## src/rtl/ysyx_25040111_lsu_pkg.sv

```systemverilog
// Shared encodings for the load/store unit: access sizes, FSM states, AXI responses,
// writeback error codes and the latched request record.
package ysyx_25040111_lsu_pkg;

    localparam logic [1:0] MASK_NONE = 2'b00;
    localparam logic [1:0] MASK_BYTE = 2'b01;
    localparam logic [1:0] MASK_HALF = 2'b10;
    localparam logic [1:0] MASK_WORD = 2'b11;

    localparam logic [1:0] RESP_OKAY   = 2'b00;
    localparam logic [1:0] RESP_SLVERR = 2'b10;

    localparam logic [1:0] ERR_OK       = 2'b00;
    localparam logic [1:0] ERR_MISALIGN = 2'b01;
    localparam logic [1:0] ERR_BUS      = 2'b10;
    localparam logic [1:0] ERR_TMO      = 2'b11;

    typedef enum logic [2:0] {
        S_IDLE  = 3'd0,
        S_RADDR = 3'd1,
        S_RDATA = 3'd2,
        S_WREQ  = 3'd3,
        S_WRESP = 3'd4,
        S_DONE  = 3'd5
    } lsu_state_e;

    // GPR value and enable live in their own registers since loads/faults rewrite them.
    typedef struct packed {
        logic [31:0] addr;
        logic [31:0] wdata;
        logic [1:0]  mask;
        logic        rsign;
        logic [4:0]  ard;
        logic [11:0] acsr;
        logic [31:0] csr;
        logic        sen;
    } lsu_req_t;

    function automatic logic misaligned(input logic [1:0] mask, input logic [1:0] lo);
        return (mask == MASK_HALF && lo[0]) || (mask == MASK_WORD && lo != 2'b00);
    endfunction

endpackage

```

## src/rtl/ysyx_25040111_lsu_align.sv

```systemverilog
// Byte-lane steering: store data/strobe shifted into the addressed lanes,
// load data pulled down from its lanes and zero/sign extended.
module ysyx_25040111_lsu_align
    import ysyx_25040111_lsu_pkg::*;
(
    input  logic [1:0]  addr_lo,
    input  logic [1:0]  mask,
    input  logic        rsign,
    input  logic [31:0] st_data,
    output logic [31:0] st_wdata,
    output logic [3:0]  st_wstrb,
    input  logic [31:0] ld_rdata,
    output logic [31:0] ld_data
);

    logic [4:0]  sh;
    logic [3:0]  strb_base;
    logic [31:0] ld_shift;

    assign sh       = {addr_lo, 3'b000};
    assign st_wdata = st_data << sh;
    assign st_wstrb = strb_base << addr_lo;
    assign ld_shift = ld_rdata >> sh;

    always_comb begin
        strb_base = 4'b0000;
        case (mask)
            MASK_BYTE: strb_base = 4'b0001;
            MASK_HALF: strb_base = 4'b0011;
            MASK_WORD: strb_base = 4'b1111;
            default:   strb_base = 4'b0000;
        endcase
    end

    always_comb begin
        ld_data = ld_shift;
        case (mask)
            MASK_BYTE: ld_data = {{24{rsign & ld_shift[7]}}, ld_shift[7:0]};
            MASK_HALF: ld_data = {{16{rsign & ld_shift[15]}}, ld_shift[15:0]};
            default:   ld_data = ld_shift;
        endcase
    end

endmodule

```

## src/rtl/ysyx_25040111_lsu.sv

```systemverilog
// Load/store stage: one instruction in flight, one AXI4-Lite transaction per memory op,
// optional bus timeout, writeback payload held until the next stage takes it.
module ysyx_25040111_lsu
    import ysyx_25040111_lsu_pkg::*;
#(
    parameter int TMO_W  = 8,
    parameter bit TMO_EN = 1'b1
) (
    input  logic        clock,
    input  logic        reset,
    input  logic        abt_valid,
    output logic        abt_ready,
    input  logic        abt_men,
    input  logic        abt_write,
    input  logic [31:0] abt_addr,
    input  logic [31:0] abt_wdata,
    input  logic [1:0]  abt_mask,
    input  logic        abt_rsign,
    input  logic [4:0]  abt_ard,
    input  logic [31:0] abt_rd,
    input  logic        abt_gen,
    input  logic [11:0] abt_acsr,
    input  logic [31:0] abt_csr,
    input  logic        abt_sen,
    output logic        wbu_valid,
    input  logic        wbu_ready,
    output logic [4:0]  wbu_ard,
    output logic [31:0] wbu_rd,
    output logic        wbu_gen,
    output logic [11:0] wbu_acsr,
    output logic [31:0] wbu_csr,
    output logic        wbu_sen,
    output logic [1:0]  wbu_err,
    output logic [31:0] araddr,
    output logic        arvalid,
    input  logic        arready,
    input  logic [31:0] rdata,
    input  logic [1:0]  rresp,
    input  logic        rvalid,
    output logic        rready,
    output logic [31:0] awaddr,
    output logic        awvalid,
    input  logic        awready,
    output logic [31:0] wdata,
    output logic [3:0]  wstrb,
    output logic        wvalid,
    input  logic        wready,
    input  logic [1:0]  bresp,
    input  logic        bvalid,
    output logic        bready
);

    // Abort fires on the TMO_MAX-th stalled cycle of a wait state (counter starts at 0).
    localparam logic [TMO_W-1:0] TMO_LAST = {{(TMO_W-1){1'b1}}, 1'b0};

    lsu_state_e       state, state_n;
    lsu_req_t         req;
    logic [31:0]      rd_q;
    logic             gen_q;
    logic [1:0]       err_q;
    logic             aw_done, w_done;
    logic [TMO_W-1:0] tmo_cnt;
    logic             accept, mis_in, aw_fire, w_fire, r_fire, b_fire, tmo_hit, abort;
    logic [31:0]      ld_data;

    assign abt_ready = (state == S_IDLE);
    assign accept    = abt_valid & abt_ready;
    assign mis_in    = abt_men && abt_mask != MASK_NONE && misaligned(abt_mask, abt_addr[1:0]);

    assign araddr  = {req.addr[31:2], 2'b00};
    assign awaddr  = {req.addr[31:2], 2'b00};
    assign arvalid = (state == S_RADDR);
    assign rready  = (state == S_RDATA);
    assign awvalid = (state == S_WREQ) && !aw_done;
    assign wvalid  = (state == S_WREQ) && !w_done;
    assign bready  = (state == S_WRESP);

    assign aw_fire = awvalid & awready;
    assign w_fire  = wvalid & wready;
    assign r_fire  = rready & rvalid;
    assign b_fire  = bready & bvalid;
    assign tmo_hit = TMO_EN && (tmo_cnt == TMO_LAST);

    assign wbu_valid = (state == S_DONE);
    assign wbu_ard   = req.ard;
    assign wbu_rd    = rd_q;
    assign wbu_gen   = gen_q;
    assign wbu_acsr  = req.acsr;
    assign wbu_csr   = req.csr;
    assign wbu_sen   = req.sen;
    assign wbu_err   = err_q;

    ysyx_25040111_lsu_align u_align (
        .addr_lo  (req.addr[1:0]),
        .mask     (req.mask),
        .rsign    (req.rsign),
        .st_data  (req.wdata),
        .st_wdata (wdata),
        .st_wstrb (wstrb),
        .ld_rdata (rdata),
        .ld_data  (ld_data)
    );

    always_comb begin
        state_n = state;
        abort   = 1'b0;
        case (state)
            S_IDLE: begin
                if (abt_valid) begin
                    if (!abt_men || abt_mask == MASK_NONE || mis_in) state_n = S_DONE;
                    else if (abt_write)                              state_n = S_WREQ;
                    else                                             state_n = S_RADDR;
                end
            end
            S_RADDR: if (arready) state_n = S_RDATA; else abort = tmo_hit;
            S_RDATA: if (rvalid)  state_n = S_DONE;  else abort = tmo_hit;
            S_WREQ: begin
                if ((aw_done | aw_fire) & (w_done | w_fire)) state_n = S_WRESP;
                else abort = tmo_hit;
            end
            S_WRESP: if (bvalid)    state_n = S_DONE; else abort = tmo_hit;
            S_DONE:  if (wbu_ready) state_n = S_IDLE;
            default: state_n = S_IDLE;
        endcase
        if (abort) state_n = S_DONE;
    end

    always_ff @(posedge clock or negedge reset) begin
        if (!reset) begin
            state   <= S_IDLE;
            req     <= '0;
            rd_q    <= '0;
            gen_q   <= 1'b0;
            err_q   <= ERR_OK;
            aw_done <= 1'b0;
            w_done  <= 1'b0;
            tmo_cnt <= '0;
        end else begin
            state   <= state_n;
            // Cleared on every state change, so each wait state starts its own window.
            tmo_cnt <= (state_n != state) ? '0 : tmo_cnt + TMO_W'(1);
            if (accept) begin
                req <= '{addr: abt_addr, wdata: abt_wdata, mask: abt_mask, rsign: abt_rsign,
                         ard: abt_ard, acsr: abt_acsr, csr: abt_csr, sen: abt_sen};
                rd_q    <= abt_rd;
                gen_q   <= abt_gen & ~mis_in;
                err_q   <= mis_in ? ERR_MISALIGN : ERR_OK;
                aw_done <= 1'b0;
                w_done  <= 1'b0;
            end
            if (aw_fire) aw_done <= 1'b1;
            if (w_fire)  w_done  <= 1'b1;
            if (r_fire) begin
                rd_q <= ld_data;
                if (rresp != RESP_OKAY) begin
                    err_q <= ERR_BUS;
                    gen_q <= 1'b0;
                end
            end
            if (b_fire && bresp != RESP_OKAY) err_q <= ERR_BUS;
            if (abort) begin
                err_q <= ERR_TMO;
                gen_q <= 1'b0;
            end
        end
    end

endmodule

```

## config.mk

```make
export PLATFORM = sky130hd
export DESIGN_NAME = ysyx_25040111_lsu
export DESIGN_NICKNAME = d
export VERILOG_FILES = /design/src/rtl/ysyx_25040111_lsu_pkg.sv /design/src/rtl/ysyx_25040111_lsu_align.sv /design/src/rtl/ysyx_25040111_lsu.sv
export SDC_FILE = /design/constraint.sdc
export NUM_CORES = 1
export LEC_CHECK = 0
export ABC_AREA = 1
export CAP_MARGIN = 10
export CORE_UTILIZATION = 40
export CTS_CLUSTER_DIAMETER = 100
export CTS_CLUSTER_SIZE = 40
export DETAILED_ROUTE_END_ITERATION = 7
export DONT_BUFFER_PORTS = 1
export GPL_ROUTABILITY_DRIVEN = 0
export PLACE_DENSITY = 0.61
export SYNTH_ARGS = -nofsm -noshare
export SYNTH_HDL_FRONTEND = slang
export SYNTH_SLANG_ARGS = --single-unit
```

## constraint.sdc

```tcl
create_clock -name clock -period 3 [get_ports clock]
set_input_delay 0.6 -clock clock [delete_from_list [all_inputs] [get_ports clock]]
set_output_delay 0.6 -clock clock [all_outputs]
set_load 0.03 [all_outputs]
```

==> results_dict.tcl <==
set metrics [dict create \
    status "finished, violations left" \
    violations "negative hold slack" \
    synth-compound-area-share_pct 8.56 \
    grt_pass1_wl_um 35300 \
    synth_top_area_cell "dfrtp_1" \
    criticalPathCategory "flop to primary output" \
    synth_edf_count 0 \
    min_path_type "primary input to async pin" \
    yosysTopAreaCellShare_pct 46.4 \
    root_buffer "clkbuf_16" \
    ys_top_cells_by_area "dfrtp_1 (46%), nand2_1 (20%), buf_4 (9.8%)" \
    min_period_over_period_pct 90.1 \
    worstPathArrival_ns 2.10 \
    seq_area_frac_synth_pct 46.4 \
    grt_max_degree 166 \
    reg2regPathDepth 9 \
    num-nets-final 1246 \
    ant_nets 0 \
    leakage_nw 4.73 \
    crit_fanout 4 \
    cts-buffers-inserted 17 \
    mappedNetlistArea_um2 8900 \
    setup_ws_ns 0.296 \
    post-cts-setup-buffers 0 \
    setup_viol 0 \
    synth_top_family_by_area "simple AND/OR/NAND/NOR gates" \
    worstReg2RegEnd "wbu_rd[3]$_DFFE_PN0P_" \
    core-area_um2 21800 \
    layout-drive-gt1-share_pct 9.75 \
    cts_resized 0 \
    finalPower_mw 13.0 \
    r2r_start "state[0]$_DFF_PN0_" \
    ir_drop_v 0.000459 \
    clockBufferDepth 2 \
    r2r_slack_ns 0.59 \
    clk_latency_ns 0.42 \
    tns_ns 0 \
    wl_per_cell_um 18.3 \
    maxCapViolations 0 \
    via_count 6841 \
    dr.pass1.iters 5 \
    drc 0 \
    grt_overflow 0 \
    pin_count 389 \
    clock-sinks 165 \
    place_ws_ns 0.605 \
    holdWs_ns -0.132 \
    postSynthCellCount 1154 \
    tightestPinTransition_ns 0.855 \
    p_per_area_nw_per_um2 1430 \
    htreeDepth 4 \
    synth-async-reset-ratio_pct 100 \
    finalHoldViolations 165 \
    maxSlewHeadroom_pct 43.0 \
    yosys.area_share.adder_pct 0.843 \
    avgViaCountPerCell 5.11 \
    cts_tree "done" \
    clkTransAtPathRegs_ns 0.08 \
    drt_iter0_markers 386 \
    fmax_mhz 370 \
    die-height_um 151 \
    cp.required_ns 2.40 \
    ys_ff_latch 165 \
    startpoint_type "flop" \
    rsz0062_at_grt "no" \
    synth-simple-area-share_pct 27.5 \
    grt_pass1_vias 6267 \
    io_buffers 0 \
    fp.dieW_um 151 \
    initial_utilization_pct 40.8 \
    synth.distinct_cells 42 \
    hpwl_um 17200 \
    instances_no_fill 1338 \
    place_inst 1304 \
    rows 54 \
    syn2layout_area_growth_pct 1.56 \
    antenna_found_initial 2 \
    synthFlopType "dfrtp_1" \
    synthMuxAreaShare_pct 1.24 \
    syn_area_per_cell_um2 7.72 \
    end_kind "primary output" \
    grt_usage_pct 20.5 \
    synth_xor_area_share_pct 0.590 \
    dieArea_um2 22900 \
    n_fill_cell 2203 \
    slew_violations 0 \
    finClkSkew_ns 0.00865 \
    ys_warn_count 0 \
    routed_wl_um 24400 \
    fin_crit_ns 2.70 \
]
==> stage by stage <==
stage | cell area (um^2) | utilization, % | hold slack (ns)
after floorplan | 8910 | - | 0.304
final | 9040 | 41.4 | -0.132
after global routing | 9040 | 41.4 | -0.158
after detailed placement | 8460 | 38.8 | 0.309
after global placement | 8460 | 38.8 | 0.309
after CTS | 9040 | 41.4 | -0.156
==> layout make-up <==
class                           instances  area [um^2]  area share [%]
Tap cell                              280          350            3.87
Inverter                               48          193            2.13
Clock buffer                           18          439            4.86
Multi-Input combinational cell        772         3470            38.4
Timing Repair Buffer                   39          318            3.51
Clock inverter                         14          134            1.48
Antenna cell                            2         5.00          0.0553
Sequential cell                       165         4130            45.7
==> logic make-up after synthesis <==
logic type,Yosys count
multiplexers,11
XOR/XNOR,6
AO/OA/AOI/OAI,135
buffers and inverters,220
adder cells (fa/ha/maj),6
flip-flops,165
AND/OR/NAND/NOR,610
other,1
==> power by group <==
part           total (mW)  switching (mW)  internal [mW]
combinational        4.88            3.34           1.54
sequential           5.91            2.71           3.20
clock                2.18            1.05           1.13
==> worst max path at each step <==
stage | start | endpoint | slack [ns] | cells after the start
after floorplan | req[85]$_DFFE_PN0P_ | wdata[17] | 0.58 | 5
after global placement | req[51]$_DFFE_PN0P_ | wstrb[3] | 0.65 | 5
after detailed placement | state[0]$_DFF_PN0_ | wbu_rd[3]$_DFFE_PN0P_ | 0.60 | 9
after CTS | req[51]$_DFFE_PN0P_ | wstrb[3] | 0.26 | 5
after global routing | req[85]$_DFFE_PN0P_ | wdata[17] | 0.14 | 4
final | req[51]$_DFFE_PN0P_ | wstrb[3] | 0.30 | 5
==> worst max-delay path, cell delays in order (launching register included) <==
cell and delay (ns):
dfrtp_1 0.41, inv_1 0.08, ha_1 0.24, o31ai_1 0.52
a21oi_1 0.22, buf_4 0.22
==> synthesized netlist by cell type, types with 2 or more instances <==
cell	instances
o21ai_1	10
nor2_4	2
a22oi_1	7
nand3_1	36
nor2_1	72
o22ai_1	3
xor2_1	5
buf_4	116
nand3b_1	3
nand2_1	473
nand4_1	4
o211ai_1	10
inv_2	4
inv_1	42
a21oi_1	28
mux2i_1	11
clkbuf_1	25
buf_2	26
nand2_2	8
o21ai_0	67
dfrtp_1	165
nor2_2	3
nand3_2	2
buf_6	2
ha_1	6
buf_1	3
o21bai_1	2
nand2_4	5
==> sequential cells by signal (all words and copies together), names as in the netlist <==
name,cells
aw_done,1
wbu_acsr,12
wbu_rd,32
w_done,1
wbu_ard,5
wbu_err,2
req,37
tmo_cnt,8
araddr,30
wbu_sen,1
wbu_csr,32
wbu_gen,1
state,3
==> cells in the final DEF, fill, tap and decap left out, types with 5 or more instances in the layout <==
cell and count:
inv_6 8, nand2_4 6, xor2_1 5, nand3_1 36, dfrtp_1 163, nand2_1 473
nand2_2 7, nor2_1 72, mux2i_1 11, a22oi_1 7, buf_4 37, o211ai_1 10
o21ai_0 67, inv_1 41, a21oi_1 28, inv_8 5, ha_1 6, clkbuf_16 17
o21ai_1 10
==> layer usage <==
layer / vias to the layer above / track usage [%] / routed length [um]
met5: - / 0 / 0
met3: 26 / 7.50 / 2300
li1: 3295 / - / -
met2: 303 / 32.7 / 11600
met4: 0 / 5.75 / 368
met1: 3217 / 25.9 / 10200
No activity file was read; power rests on OpenSTA's default activity.
